$ cat src/rtl/ex_stage_mdu_pkg.sv
// Shared constants for the EX stage: ALU opcodes, forward selects, MDU types.
// Ports: none (package ex_pkg).
package ex_pkg;

    localparam logic [4:0] OP_AND   = 5'd0;
    localparam logic [4:0] OP_OR    = 5'd1;
    localparam logic [4:0] OP_ADD   = 5'd2;
    localparam logic [4:0] OP_SLL   = 5'd3;
    localparam logic [4:0] OP_SRL   = 5'd4;
    localparam logic [4:0] OP_SRA   = 5'd5;
    localparam logic [4:0] OP_SUB   = 5'd6;
    localparam logic [4:0] OP_SLT   = 5'd7;
    localparam logic [4:0] OP_SLTU  = 5'd8;
    localparam logic [4:0] OP_XOR   = 5'd9;
    localparam logic [4:0] OP_NOR   = 5'd10;
    localparam logic [4:0] OP_MULT  = 5'd16;
    localparam logic [4:0] OP_MULTU = 5'd17;
    localparam logic [4:0] OP_DIV   = 5'd18;
    localparam logic [4:0] OP_DIVU  = 5'd19;
    localparam logic [4:0] OP_MFHI  = 5'd20;
    localparam logic [4:0] OP_MFLO  = 5'd21;

    localparam logic [1:0] FWD_RD = 2'd0;
    localparam logic [1:0] FWD_W  = 2'd1;
    localparam logic [1:0] FWD_M  = 2'd2;

    typedef enum logic [1:0] {
        MDU_IDLE = 2'd0,
        MDU_RUN  = 2'd1,
        MDU_DONE = 2'd2
    } mdu_state_e;

endpackage

$ cat src/rtl/ex_stage_mdu_if.sv
// ID/EX inputs and EX/MEM outputs of the execute stage.
// slave: used by ex_stage_mdu; master: used by the driving side.
interface ex_stage_mdu_if #(
    parameter int unsigned XLEN  = 32,
    parameter int unsigned RADDR = 5,
    parameter int unsigned OPW   = 5
);
    logic             RegWriteE, MemtoRegE, MemWriteE, ALUSrcE, RegDstE, FlushE;
    logic [1:0]       ForwardAE, ForwardBE;
    logic [OPW-1:0]   ALUControlE;
    logic [RADDR-1:0] RsE, RtE, RdE;
    logic [4:0]       shamtE;
    logic [XLEN-1:0]  RD1E, RD2E, SignImmE, ResultW;
    logic             StallE, MduBusy;
    logic [RADDR-1:0] WriteRegE, WriteRegM;
    logic             RegWriteM, MemtoRegM, MemWriteM;
    logic [XLEN-1:0]  ALUOutM, WriteDataM;

    modport master (
        output RegWriteE, MemtoRegE, MemWriteE, ALUSrcE, RegDstE, FlushE,
               ForwardAE, ForwardBE, ALUControlE, RsE, RtE, RdE, shamtE,
               RD1E, RD2E, SignImmE, ResultW,
        input  StallE, MduBusy, WriteRegE, WriteRegM, RegWriteM, MemtoRegM,
               MemWriteM, ALUOutM, WriteDataM
    );

    modport slave (
        input  RegWriteE, MemtoRegE, MemWriteE, ALUSrcE, RegDstE, FlushE,
               ForwardAE, ForwardBE, ALUControlE, RsE, RtE, RdE, shamtE,
               RD1E, RD2E, SignImmE, ResultW,
        output StallE, MduBusy, WriteRegE, WriteRegM, RegWriteM, MemtoRegM,
               MemWriteM, ALUOutM, WriteDataM
    );
endinterface

$ cat src/rtl/mdu_iter.sv
// Iterative multiply/divide with HI/LO: one bit per cycle for XLEN cycles.
// Ports: clk, rst_n, start_i, op_i (00 MULT 01 MULTU 10 DIV 11 DIVU),
//        a_i, b_i, busy_o, hi_o, lo_o.
// Macro MDU_DIV_EN: when undefined the divider is absent and div starts are ignored.
module mdu_iter
    import ex_pkg::*;
#(
    parameter int unsigned XLEN = 32
) (
    input  logic            clk,
    input  logic            rst_n,
    input  logic            start_i,
    input  logic [1:0]      op_i,
    input  logic [XLEN-1:0] a_i,
    input  logic [XLEN-1:0] b_i,
    output logic            busy_o,
    output logic [XLEN-1:0] hi_o,
    output logic [XLEN-1:0] lo_o
);
    localparam int unsigned CW = (XLEN > 1) ? $clog2(XLEN) : 1;

    mdu_state_e        state_q, state_d;
    logic [CW-1:0]     cnt_q, cnt_d;
    logic [XLEN-1:0]   acc_q, acc_d, quo_q, quo_d, opd_q, opd_d;
    logic [XLEN-1:0]   hi_q, hi_d, lo_q, lo_d;
    logic              neg_q, neg_d;
    logic              start_ok, sa, sb;
    logic [XLEN-1:0]   a_mag, b_mag;
    logic [XLEN:0]     mul_sum;
    logic [2*XLEN-1:0] prod, prod_fix;
`ifdef MDU_DIV_EN
    logic              div_q, div_d, rneg_q, rneg_d;
    logic [XLEN:0]     trial;
`endif

    always_ff @(posedge clk or negedge rst_n) begin
        if (!rst_n) begin
            state_q <= MDU_IDLE;
            cnt_q   <= '0;
            acc_q   <= '0;
            quo_q   <= '0;
            opd_q   <= '0;
            hi_q    <= '0;
            lo_q    <= '0;
            neg_q   <= 1'b0;
`ifdef MDU_DIV_EN
            div_q   <= 1'b0;
            rneg_q  <= 1'b0;
`endif
        end else begin
            state_q <= state_d;
            cnt_q   <= cnt_d;
            acc_q   <= acc_d;
            quo_q   <= quo_d;
            opd_q   <= opd_d;
            hi_q    <= hi_d;
            lo_q    <= lo_d;
            neg_q   <= neg_d;
`ifdef MDU_DIV_EN
            div_q   <= div_d;
            rneg_q  <= rneg_d;
`endif
        end
    end

    // Next state: operand latch in IDLE, one iteration per RUN cycle, sign fix-up in DONE.
    always_comb begin
        state_d = state_q;
        cnt_d   = cnt_q;
        acc_d   = acc_q;
        quo_d   = quo_q;
        opd_d   = opd_q;
        hi_d    = hi_q;
        lo_d    = lo_q;
        neg_d   = neg_q;
`ifdef MDU_DIV_EN
        div_d    = div_q;
        rneg_d   = rneg_q;
        start_ok = start_i;
        trial    = {acc_q, quo_q[XLEN-1]} - {1'b0, opd_q};
`else
        start_ok = start_i & ~op_i[1];
`endif
        sa       = ~op_i[0] & a_i[XLEN-1];
        sb       = ~op_i[0] & b_i[XLEN-1];
        a_mag    = sa ? -a_i : a_i;
        b_mag    = sb ? -b_i : b_i;
        mul_sum  = {1'b0, acc_q} + (quo_q[0] ? {1'b0, opd_q} : '0);
        prod     = {acc_q, quo_q};
        prod_fix = neg_q ? -prod : prod;

        case (state_q)
            MDU_IDLE: begin
                if (start_ok) begin
                    state_d = MDU_RUN;
                    cnt_d   = '0;
                    acc_d   = '0;
                    quo_d   = a_mag;
                    opd_d   = b_mag;
                    // A zero divisor keeps the all-ones quotient unsigned.
                    neg_d   = (sa ^ sb) & (|b_i);
`ifdef MDU_DIV_EN
                    div_d   = op_i[1];
                    rneg_d  = sa;
`endif
                end
            end
            MDU_RUN: begin
                // Shift-add: {acc, quo} shifts right with the partial sum entering at the top.
                acc_d = mul_sum[XLEN:1];
                quo_d = {mul_sum[0], quo_q[XLEN-1:1]};
`ifdef MDU_DIV_EN
                // Restoring divide: acc is the remainder, quo shifts dividend out and quotient in.
                if (div_q) begin
                    if (!trial[XLEN]) begin
                        acc_d = trial[XLEN-1:0];
                        quo_d = {quo_q[XLEN-2:0], 1'b1};
                    end else begin
                        acc_d = {acc_q[XLEN-2:0], quo_q[XLEN-1]};
                        quo_d = {quo_q[XLEN-2:0], 1'b0};
                    end
                end
`endif
                cnt_d = cnt_q + 1'b1;
                if (cnt_q == CW'(XLEN - 1)) begin
                    state_d = MDU_DONE;
                end
            end
            MDU_DONE: begin
                {hi_d, lo_d} = prod_fix;
`ifdef MDU_DIV_EN
                if (div_q) begin
                    lo_d = neg_q ? -quo_q : quo_q;
                    hi_d = rneg_q ? -acc_q : acc_q;
                end
`endif
                state_d = MDU_IDLE;
            end
            default: state_d = MDU_IDLE;
        endcase
    end

    assign busy_o = (state_q != MDU_IDLE);
    assign hi_o   = hi_q;
    assign lo_o   = lo_q;

endmodule

$ cat src/rtl/ex_stage_mdu.sv
// MIPS execute stage: forwarding, ALU, destination select, EX/MEM register, MDU.
// Ports: clk, rst_n (async active-low), ex_io (ex_stage_mdu_if.slave) carrying
//        ID/EX controls/operands in and StallE, MduBusy, WriteRegE, M-stage out.
// Macro MDU_DIV_EN: enables DIV/DIVU; otherwise codes 18/19 act as NOP.
module ex_stage_mdu
    import ex_pkg::*;
#(
    parameter int unsigned XLEN  = 32,
    parameter int unsigned RADDR = 5,
    parameter int unsigned OPW   = 5
) (
    input  logic          clk,
    input  logic          rst_n,
    ex_stage_mdu_if.slave ex_io
);
    logic [XLEN-1:0]  src_a, src_b, wdata_e, alu_res, hi, lo;
    logic [RADDR-1:0] wreg_e;
    logic             is_mdu, hilo_op, stall, start, busy, bubble;

    logic             reg_write_q, reg_write_d, mem_to_reg_q, mem_to_reg_d;
    logic             mem_write_q, mem_write_d;
    logic [RADDR-1:0] wreg_q, wreg_d;
    logic [XLEN-1:0]  alu_out_q, alu_out_d, wdata_q, wdata_d;

    // Forwarding muxes and operand/destination selection.
    always_comb begin
        case (ex_io.ForwardAE)
            FWD_W:   src_a = ex_io.ResultW;
            FWD_M:   src_a = alu_out_q;
            default: src_a = ex_io.RD1E;
        endcase
        case (ex_io.ForwardBE)
            FWD_W:   wdata_e = ex_io.ResultW;
            FWD_M:   wdata_e = alu_out_q;
            default: wdata_e = ex_io.RD2E;
        endcase
        src_b  = ex_io.ALUSrcE ? ex_io.SignImmE : wdata_e;
        wreg_e = ex_io.RegDstE ? ex_io.RdE : ex_io.RtE;
    end

    // ALU; hilo_op marks the codes that must wait for a busy MDU.
    always_comb begin
        alu_res = '0;
        is_mdu  = 1'b0;
        hilo_op = 1'b0;
        case (ex_io.ALUControlE)
            OPW'(OP_AND):  alu_res = src_a & src_b;
            OPW'(OP_OR):   alu_res = src_a | src_b;
            OPW'(OP_ADD):  alu_res = src_a + src_b;
            OPW'(OP_SLL):  alu_res = src_b << ex_io.shamtE;
            OPW'(OP_SRL):  alu_res = src_b >> ex_io.shamtE;
            OPW'(OP_SRA):  alu_res = $signed(src_b) >>> ex_io.shamtE;
            OPW'(OP_SUB):  alu_res = src_a - src_b;
            OPW'(OP_SLT):  alu_res = {{(XLEN-1){1'b0}}, $signed(src_a) < $signed(src_b)};
            OPW'(OP_SLTU): alu_res = {{(XLEN-1){1'b0}}, src_a < src_b};
            OPW'(OP_XOR):  alu_res = src_a ^ src_b;
            OPW'(OP_NOR):  alu_res = ~(src_a | src_b);
            OPW'(OP_MULT), OPW'(OP_MULTU): begin
                is_mdu  = 1'b1;
                hilo_op = 1'b1;
            end
            OPW'(OP_DIV), OPW'(OP_DIVU): begin
                is_mdu  = 1'b1;
`ifdef MDU_DIV_EN
                hilo_op = 1'b1;
`endif
            end
            OPW'(OP_MFHI): begin
                alu_res = hi;
                hilo_op = 1'b1;
            end
            OPW'(OP_MFLO): begin
                alu_res = lo;
                hilo_op = 1'b1;
            end
            default: alu_res = '0;
        endcase
    end

    assign stall = busy & hilo_op;
    assign start = is_mdu & hilo_op & ~stall & ~ex_io.FlushE;

    mdu_iter #(.XLEN(XLEN)) u_mdu (
        .clk     (clk),
        .rst_n   (rst_n),
        .start_i (start),
        .op_i    (ex_io.ALUControlE[1:0]),
        .a_i     (src_a),
        .b_i     (wdata_e),
        .busy_o  (busy),
        .hi_o    (hi),
        .lo_o    (lo)
    );

    // EX/MEM next value: a bubble on stall or flush, otherwise the EX results.
    always_comb begin
        bubble       = stall | ex_io.FlushE;
        reg_write_d  = 1'b0;
        mem_to_reg_d = 1'b0;
        mem_write_d  = 1'b0;
        wreg_d       = '0;
        alu_out_d    = '0;
        wdata_d      = '0;
        if (!bubble) begin
            reg_write_d  = ex_io.RegWriteE & ~is_mdu;
            mem_to_reg_d = ex_io.MemtoRegE;
            mem_write_d  = ex_io.MemWriteE;
            wreg_d       = wreg_e;
            alu_out_d    = alu_res;
            wdata_d      = wdata_e;
        end
    end

    always_ff @(posedge clk or negedge rst_n) begin
        if (!rst_n) begin
            reg_write_q  <= 1'b0;
            mem_to_reg_q <= 1'b0;
            mem_write_q  <= 1'b0;
            wreg_q       <= '0;
            alu_out_q    <= '0;
            wdata_q      <= '0;
        end else begin
            reg_write_q  <= reg_write_d;
            mem_to_reg_q <= mem_to_reg_d;
            mem_write_q  <= mem_write_d;
            wreg_q       <= wreg_d;
            alu_out_q    <= alu_out_d;
            wdata_q      <= wdata_d;
        end
    end

    assign ex_io.StallE     = stall;
    assign ex_io.MduBusy    = busy;
    assign ex_io.WriteRegE  = wreg_e;
    assign ex_io.RegWriteM  = reg_write_q;
    assign ex_io.MemtoRegM  = mem_to_reg_q;
    assign ex_io.MemWriteM  = mem_write_q;
    assign ex_io.WriteRegM  = wreg_q;
    assign ex_io.ALUOutM    = alu_out_q;
    assign ex_io.WriteDataM = wdata_q;

endmodule

$ cat src/flat_wrapper.sv
// flat-port wrapper written by rule: the top's interface ports become plain ports
module ex_stage_mdu_flat import ex_pkg::*;
#(
    parameter int unsigned XLEN  = 32,
    parameter int unsigned RADDR = 5,
    parameter int unsigned OPW   = 5
)
  (clk, rst_n, ex_io_RegWriteE, ex_io_MemtoRegE, ex_io_MemWriteE, ex_io_ALUSrcE, ex_io_RegDstE, ex_io_FlushE, ex_io_ForwardAE, ex_io_ForwardBE, ex_io_ALUControlE, ex_io_RsE, ex_io_RtE, ex_io_RdE, ex_io_shamtE, ex_io_RD1E, ex_io_RD2E, ex_io_SignImmE, ex_io_ResultW, ex_io_StallE, ex_io_MduBusy, ex_io_WriteRegE, ex_io_WriteRegM, ex_io_RegWriteM, ex_io_MemtoRegM, ex_io_MemWriteM, ex_io_ALUOutM, ex_io_WriteDataM);
  ex_stage_mdu_if #(.XLEN(XLEN), .RADDR(RADDR), .OPW(OPW)) ex_io_i ();
  input  logic clk;
  input  logic rst_n;
  input wire logic [$bits(ex_io_i.RegWriteE)-1:0] ex_io_RegWriteE;
  input wire logic [$bits(ex_io_i.MemtoRegE)-1:0] ex_io_MemtoRegE;
  input wire logic [$bits(ex_io_i.MemWriteE)-1:0] ex_io_MemWriteE;
  input wire logic [$bits(ex_io_i.ALUSrcE)-1:0] ex_io_ALUSrcE;
  input wire logic [$bits(ex_io_i.RegDstE)-1:0] ex_io_RegDstE;
  input wire logic [$bits(ex_io_i.FlushE)-1:0] ex_io_FlushE;
  input wire logic [$bits(ex_io_i.ForwardAE)-1:0] ex_io_ForwardAE;
  input wire logic [$bits(ex_io_i.ForwardBE)-1:0] ex_io_ForwardBE;
  input wire logic [$bits(ex_io_i.ALUControlE)-1:0] ex_io_ALUControlE;
  input wire logic [$bits(ex_io_i.RsE)-1:0] ex_io_RsE;
  input wire logic [$bits(ex_io_i.RtE)-1:0] ex_io_RtE;
  input wire logic [$bits(ex_io_i.RdE)-1:0] ex_io_RdE;
  input wire logic [$bits(ex_io_i.shamtE)-1:0] ex_io_shamtE;
  input wire logic [$bits(ex_io_i.RD1E)-1:0] ex_io_RD1E;
  input wire logic [$bits(ex_io_i.RD2E)-1:0] ex_io_RD2E;
  input wire logic [$bits(ex_io_i.SignImmE)-1:0] ex_io_SignImmE;
  input wire logic [$bits(ex_io_i.ResultW)-1:0] ex_io_ResultW;
  output wire logic [$bits(ex_io_i.StallE)-1:0] ex_io_StallE;
  output wire logic [$bits(ex_io_i.MduBusy)-1:0] ex_io_MduBusy;
  output wire logic [$bits(ex_io_i.WriteRegE)-1:0] ex_io_WriteRegE;
  output wire logic [$bits(ex_io_i.WriteRegM)-1:0] ex_io_WriteRegM;
  output wire logic [$bits(ex_io_i.RegWriteM)-1:0] ex_io_RegWriteM;
  output wire logic [$bits(ex_io_i.MemtoRegM)-1:0] ex_io_MemtoRegM;
  output wire logic [$bits(ex_io_i.MemWriteM)-1:0] ex_io_MemWriteM;
  output wire logic [$bits(ex_io_i.ALUOutM)-1:0] ex_io_ALUOutM;
  output wire logic [$bits(ex_io_i.WriteDataM)-1:0] ex_io_WriteDataM;
  assign ex_io_i.RegWriteE = ex_io_RegWriteE;
  assign ex_io_i.MemtoRegE = ex_io_MemtoRegE;
  assign ex_io_i.MemWriteE = ex_io_MemWriteE;
  assign ex_io_i.ALUSrcE = ex_io_ALUSrcE;
  assign ex_io_i.RegDstE = ex_io_RegDstE;
  assign ex_io_i.FlushE = ex_io_FlushE;
  assign ex_io_i.ForwardAE = ex_io_ForwardAE;
  assign ex_io_i.ForwardBE = ex_io_ForwardBE;
  assign ex_io_i.ALUControlE = ex_io_ALUControlE;
  assign ex_io_i.RsE = ex_io_RsE;
  assign ex_io_i.RtE = ex_io_RtE;
  assign ex_io_i.RdE = ex_io_RdE;
  assign ex_io_i.shamtE = ex_io_shamtE;
  assign ex_io_i.RD1E = ex_io_RD1E;
  assign ex_io_i.RD2E = ex_io_RD2E;
  assign ex_io_i.SignImmE = ex_io_SignImmE;
  assign ex_io_i.ResultW = ex_io_ResultW;
  assign ex_io_StallE = ex_io_i.StallE;
  assign ex_io_MduBusy = ex_io_i.MduBusy;
  assign ex_io_WriteRegE = ex_io_i.WriteRegE;
  assign ex_io_WriteRegM = ex_io_i.WriteRegM;
  assign ex_io_RegWriteM = ex_io_i.RegWriteM;
  assign ex_io_MemtoRegM = ex_io_i.MemtoRegM;
  assign ex_io_MemWriteM = ex_io_i.MemWriteM;
  assign ex_io_ALUOutM = ex_io_i.ALUOutM;
  assign ex_io_WriteDataM = ex_io_i.WriteDataM;
  ex_stage_mdu #(.XLEN(XLEN), .RADDR(RADDR), .OPW(OPW)) u_core (.clk(clk), .rst_n(rst_n), .ex_io(ex_io_i));
endmodule
$ cat config.mk
export PLATFORM = sky130hd
export DESIGN_NAME = ex_stage_mdu_flat
export DESIGN_NICKNAME = d
export VERILOG_FILES = /design/src/rtl/ex_stage_mdu_pkg.sv /design/src/rtl/ex_stage_mdu_if.sv /design/src/rtl/mdu_iter.sv /design/src/rtl/ex_stage_mdu.sv /design/src/flat_wrapper.sv
export SDC_FILE = /design/constraint.sdc
export NUM_CORES = 1
export LEC_CHECK = 0
export ABC_AREA = 1
export BUFFER_PORTS_ARGS = -buffer_cell sky130_fd_sc_hd__buf_2
export CORE_ASPECT_RATIO = 1.4
export CORE_MARGIN = 8
export CORE_UTILIZATION = 45
export DETAILED_ROUTE_END_ITERATION = 8
export PLACE_DENSITY_LB_ADDON = 0.1
export SLEW_MARGIN = 20
export SYNTH_ARGS = -nofsm -noshare
export SYNTH_HDL_FRONTEND = slang
export SYNTH_SLANG_ARGS = --single-unit
$ cat constraint.sdc
create_clock -name clk -period 2.5 [get_ports clk]
set_clock_uncertainty 0.1 [all_clocks]
set_input_delay 0.5 -clock clk [delete_from_list [all_inputs] [get_ports clk]]
set_output_delay 0.5 -clock clk [all_outputs]
set_load 0.02 [all_outputs]
==> results of run 1 <==
-- metrics by stage --
stage | setup TNS [ns] | hold WS, ns | instance area [um^2]
2_1_floorplan | -16.28 | 0.1044 | 27030
3_3_place_gp | -93.95 | 0.3419 | 37580
3_5_place_dp | -98.88 | 0.3452 | 37580
4_1_cts | -20.20 | 0.006695 | 42480
-- synthesized netlist by cell type, drive strengths merged, types with 7 or more instances --
library cell and count:
o211ai 34, dfrtp 240, nor4 16, nand4 61
a211oi 8, o22ai 53, o21ai 348, a22o 30
buf 67, xor2 60, inv 479, clkbuf 130
ha 146, o21bai 15, nor3 75, a21oi 208
or2 52, clkinv 9, nand2 1136, a221oi 7
nand3 622, o221ai 22, a21boi 9, a21o 15
a22oi 7, nor2 401, xnor2 15, a31oi 25
-- routing by layer --
layer | track usage | overflow
met1 | 0.6252 | 0
met2 | 0.8558 | 12
met3 | 0.4486 | 1
met4 | 0.6656 | 10
met5 | 0.1218 | 0
-- cell families after synthesis --
group           Yosys count
fa+ha+maj               149
simple gates           2377
buf+inv                 685
flops                   240
compound gates          805
xor+xnor                 75
-- what timing repair did --
item / in CTS
setup buffers: 99
pin swaps: 188
gates cloned: 4
setup endpoints to repair: 123
resized for setup: 775
endpoints found under the hold margin: 50
hold buffers: 1
==> results by group, run 1 <==
Logic synthesis
  • Cell count after synthesis: 4,331
  • Dominant synthesized flop cell: sky130_fd_sc_hd__dfrtp_1
  • Largest cells by area after synthesis: sky130_fd_sc_hd__dfrtp_1 (23%), sky130_fd_sc_hd__nand2_1 (16%), sky130_fd_sc_hd__nand3_1 (12%)
  • Area of the mapped netlist: 26,250 um^2
  • Fraction of the mapped netlist area in compound gates: 0.1785
  • Count of flip-flops with a built-in enable after synthesis: 0
  • Syn nets: 4,645
  • Fraction of synthesis flops using an asynchronous set or reset pin: 1.000
  • Adder-cell share of the synthesized area: 0.07187
  • Post-synth top area cell: sky130_fd_sc_hd__dfrtp_1
  • Yosys top cell area share: 0.2288
  • Number of synthesized register bits: 240
  • Area fraction in and, or, nand and nor cells after synthesis: 0.3936
  • Number of distinct standard cells referenced by the synthesized netlist: 63
  • Xor/xnor share of the synthesized area: 0.02502
  • Sequential-to-total area share from yosys stat: 0.2288
  • Post-Synthesis Mean Instance Area: 6.062 um^2
  • Share of synthesized area spent on multiplexers: 0
  • Synth Warn #: 0
  • Combinational family with the most area after synthesis: simple AND/OR/NAND/NOR gates

Run status
  • Stopped at: 5_1_grt
  • Status: stopped before the end
  • Tool error message: [ERROR GRT-0232] Routing congestion too high. Check the congestion heatmap in the GUI.

Clock network
  • Total CTS buffers: 28
  • H-tree levels: 1
  • CTS Root Cell: sky130_fd_sc_hd__clkbuf_16
  • Clock Tree Buf Depth: 3
  • Clock sinks: 240

Placed design
  • Routability-driven placement congestion ratio: 1.185
  • Total half-perimeter wirelength after legalization and detailed placement: 136.9 mm
  • DP Worst Slack: -1.971 ns
  • Number of buffer cells added on primary ports: 238
  • Number of placed cells counting well taps: 6,284

GRT
  • Remaining global-route overflow: 23
  • Gr usage total: 0.6448
  • Maximum number of pins on one net before global-route repair: 71

Floorplanning
  • Die outline height: 301.8 um
  • Width of the die: 220.1 um
  • Rows: 105
  • Total I/O pin count: 244
  • Effective utilization at floorplan: 0.4511

Timing
  • Worst endpoint left by the global-route repair_timing run: u_core.ex_io.ALUOutM[14]$_DFF_PN0_/D
  • Worst End Pin Type: sequential cell input
==> inputs of run 2 (changes only) <==
CORE_ASPECT_RATIO = default   (was 1.4)
CORE_UTILIZATION = 30   (was 45)
PLACE_DENSITY_LB_ADDON = 0.15   (was 0.1)
clock period = 3.25 ns   (was 2.5 ns; I/O delays follow)
==> results by group, run 2 <==
Floorplanning
  • Die outline height: 311.8 um (+3.3%)
  • Rows: 108 (+2.9%)
  • Die footprint: 97,230 um^2
  • Width of the die: 311.8 um (+42%)
  • Total I/O pin count: 244 (unchanged)
  • Placeable core region: 86,750 um^2
  • Effective utilization at floorplan: 0.3026 (-0.1485)

Timing
  • Worst-margin pin slew: 0.7045 ns
  • Setup TNS after final layout: -1.858 ns
  • Number of hold violations in the final report: 0
  • Number of pins with negative max-slew slack in the final report: 0
  • Slew Limit Headroom: 0.5303
  • Setup repair after global routing missed its margin: true
  • Final worst-path setup slack: -0.1732 ns
  • F_max: 292.1 MHz
  • Final-report setup violation count: 26
  • Post-layout min period: 3.423 ns
  • Final worst-path cycle share: 1.053

Setup path
  • Endpoint required time on the critical path: 3.58 ns
  • Largest fanout of any net on the critical path: 8
  • CP startpoint kind: primary input
  • Element type at the critical path end: flop
  • Setup CP Type: primary input to flop
  • Data arrival at the endpoint of the critical path: 3.76 ns

GRT
  • Gr usage total: 0.3243
  • Maximum number of pins on one net before global-route repair: 65
  • Wire length of the first global-routing pass: 235.2 mm
  • Via count of the first global-routing pass: 33,432
  • Remaining global-route overflow: 0
  • Number of antenna violations at the first check in global routing: 9

Final layout
  • Fin util: 0.4638
  • Fin nets: 5,743
  • Ratio of cells with drive above 1 in the final layout: 0.3401
  • Most frequent cells in the layout: sky130_fd_sc_hd__nand2_1 (1,033), sky130_fd_sc_hd__buf_4 (939), sky130_fd_sc_hd__nand3_1 (544), sky130_fd_sc_hd__inv_1 (416), sky130_fd_sc_hd__nor2_1 (332)
  • Area growth syn-to-layout: 53.27%
  • Most frequent standard cell in the layout excluding fill and tap cells: sky130_fd_sc_hd__nand2_1
  • Final non-filler cell total: 6,612
  • Number of inserted filler cells in the final layout: 9,227

Routing
  • Via Count: 35,735
  • Detailed-route DRC error count: 0
  • Number of search-and-repair iterations in the first detailed-routing pass: 6
  • Post-DR vias/cell: 5.405
  • Antenna Violating Nets Remaining: 0
  • Drt total wl: 167.5 mm
  • Wire length per cell after detailed routing: 25.33 um
  • Number of DRC markers in iteration 0: 4,145

Logic synthesis
  • Sequential-to-total area share from yosys stat: 0.2288 (unchanged)
  • Dominant synthesized flop cell: sky130_fd_sc_hd__dfrtp_1
  • Number of synthesized register bits: 240 (unchanged)
  • Count of flip-flops with a built-in enable after synthesis: 0 (unchanged)
  • Cell types with the highest counts after synthesis: sky130_fd_sc_hd__nand2_1 (1,121), sky130_fd_sc_hd__nand3_1 (617), sky130_fd_sc_hd__inv_1 (471)
  • Synth Warn #: 0 (unchanged)
  • Most repeated cell in the gate-level netlist after synthesis: sky130_fd_sc_hd__nand2_1
  • Number of distinct standard cells referenced by the synthesized netlist: 63 (unchanged)
  • Cell count after synthesis: 4,331 (unchanged)
  • Largest cells by area after synthesis: sky130_fd_sc_hd__dfrtp_1 (23%), sky130_fd_sc_hd__nand2_1 (16%), sky130_fd_sc_hd__nand3_1 (12%)
  • Fraction of synthesis flops using an asynchronous set or reset pin: 1.000 (unchanged)
  • Yosys top cell area share: 0.2288 (unchanged)
  • Syn nets: 4,645 (unchanged)
  • Post-synth top area cell: sky130_fd_sc_hd__dfrtp_1
  • Area of the mapped netlist: 26,250 um^2 (unchanged)
  • Post-Synthesis Mean Instance Area: 6.062 um^2 (unchanged)

Placed design
  • Number of placed cells counting well taps: 6,464 (+2.9%)
  • Total half-perimeter wirelength after legalization and detailed placement: 137.8 mm (+0.65%)
  • Routability-driven placement congestion ratio: 1.063 (-10%)
  • Number of buffer cells added on primary ports: 238 (unchanged)
  • DP Worst Slack: -1.532 ns (+0.4392 ns)

Job
  • Max_cap viols: 0

Pwr
  • Worst-case vdd ir drop: 0.3675 mV
  • Leakage: 20.30 nW
  • Pwr per Cell Area: 542.6 nW/um^2

Clock network
  • Total CTS buffers: 34 (+21%)
  • CTS tree: yes
  • Clock insertion delay at the later pin of the skew report: 0.56 ns
  • H-tree levels: 2 (+1)
  • Clock sinks: 240 (unchanged)
  • CTS Root Cell: sky130_fd_sc_hd__clkbuf_16
  • Clock Tree Buf Depth: 3 (unchanged)
  • Clock-pin slew on the worst setup and hold paths: 0.06 ns

Run status
  • Status: finished, violations left
  • Violated checks: negative setup slack

Worst hold path
  • Class of the most critical hold timing path: primary input to flop
[run 2: cell counts after synthesis]
Identical to the previous run, type by type.
[run 2: power breakdown]
part	internal, mW	switching [mW]
clock network	2.49	1.64
logic	5.03	8.09
registers	3.75	0.839
[run 2: logic make-up (layout without fill, tap and decap cells)]
| family | count (synthesis) | after routing | synth area share |
|---|---|---|---|
| XOR/XNOR | 75 | 75 | 0.02502 |
| buffers and inverters | 685 | 1806 | 0.1022 |
| flip-flops | 240 | 240 | 0.2288 |
| adder cells (fa/ha/maj) | 149 | 149 | 0.07187 |
| AO/OA/AOI/OAI | 805 | 805 | 0.1785 |
| other | 0 | 5 | 0 |
| AND/OR/NAND/NOR | 2377 | 2377 | 0.3936 |
[run 2: routing by layer]
metal	vias up	wire (um)	global-route usage	part of all wire
li1	16652	-	-	-
met1	16894	72140	0.4447	0.43
met2	1818	70550	0.4880	0.42
met3	365	14490	0.05858	0.087
met4	6	10240	0.1562	0.061
met5	-	37	0	0.00022
[run 2: worst paths after layout]
kind                                                     to  depth (start not counted)  slack, ns                     start
worst min-delay path                 u_core.ex_io.MemWriteM                          3       0.22           ex_io_MemWriteE
max in group asynchronous       u_core.ex_io.WriteDataM[28]                          3       1.75                     rst_n
min in group asynchronous              u_core.u_mdu.lo_o[4]                          2       0.54                     rst_n
worst max register to register     u_core.ex_io.ALUOutM[15]                         15      -0.07  u_core.ex_io.ALUOutM[11]
worst min register to register        u_core.u_mdu.cnt_q[3]                          1       0.36     u_core.u_mdu.cnt_q[3]
worst max-delay path               u_core.ex_io.ALUOutM[12]                         23      -0.17        ex_io_ForwardBE[0]
[run 2: worst max-delay path: stages]
cell and delay (ns):
sky130_fd_sc_hd__buf_8 0.09, sky130_fd_sc_hd__inv_8 0.03, sky130_fd_sc_hd__ha_4 0.37, sky130_fd_sc_hd__inv_12 0.06
sky130_fd_sc_hd__buf_6 0.12, sky130_fd_sc_hd__or2_4 0.24, sky130_fd_sc_hd__nand3_4 0.11, sky130_fd_sc_hd__nand2_4 0.07
sky130_fd_sc_hd__buf_6 0.15, sky130_fd_sc_hd__ha_4 0.16, sky130_fd_sc_hd__fa_2 0.38, sky130_fd_sc_hd__inv_2 0.10
sky130_fd_sc_hd__nand3_4 0.08, sky130_fd_sc_hd__nand2_4 0.11, sky130_fd_sc_hd__nand3_4 0.08, sky130_fd_sc_hd__nand2_4 0.09
sky130_fd_sc_hd__nand3_4 0.08, sky130_fd_sc_hd__nand2_4 0.07, sky130_fd_sc_hd__a21oi_2 0.05, sky130_fd_sc_hd__o21ai_1 0.11
sky130_fd_sc_hd__nand4_1 0.28, sky130_fd_sc_hd__nor2_1 0.18, sky130_fd_sc_hd__a21oi_1 0.08
[run 2: area by class of cell]
cell class	instances	area, um^2	area share
Timing Repair inverter	2	17.52	0.0004353
Timing Repair Buffer	1257	9605	0.2387
Clock buffer	43	955.9	0.02376
Inverter	488	1908	0.04742
Antenna cell	5	12.51	0.0003110
Tap cell	1155	1445	0.03592
Sequential cell	240	6010	0.1494
Multi-Input combinational cell	3406	20060	0.4985
Clock inverter	16	224.0	0.005566
[run 2: metrics by stage]
step	instance area [um^2]	hold slack, ns	total power, mW
global route	40230	0.2199	22.97
global placement	35920	0.3514	16.21
floorplan	26640	0.2544	10.49
detailed placement	35920	0.3496	16.22
CTS	38840	0.2019	21.02
finish	40240	0.2232	21.83
[run 2: repair_timing]
action | 4_1_cts | 5_1_grt
resized for setup | 345 | 280
pin swaps | 96 | 117
gates cloned | 4 | 0
endpoints found under the hold margin | 39 | 0
buffers inserted | 45 | 39
setup endpoints to repair | 32 | 64
hold buffers | 1 | 0
Note: power is estimated with default switching activity, not from simulation.
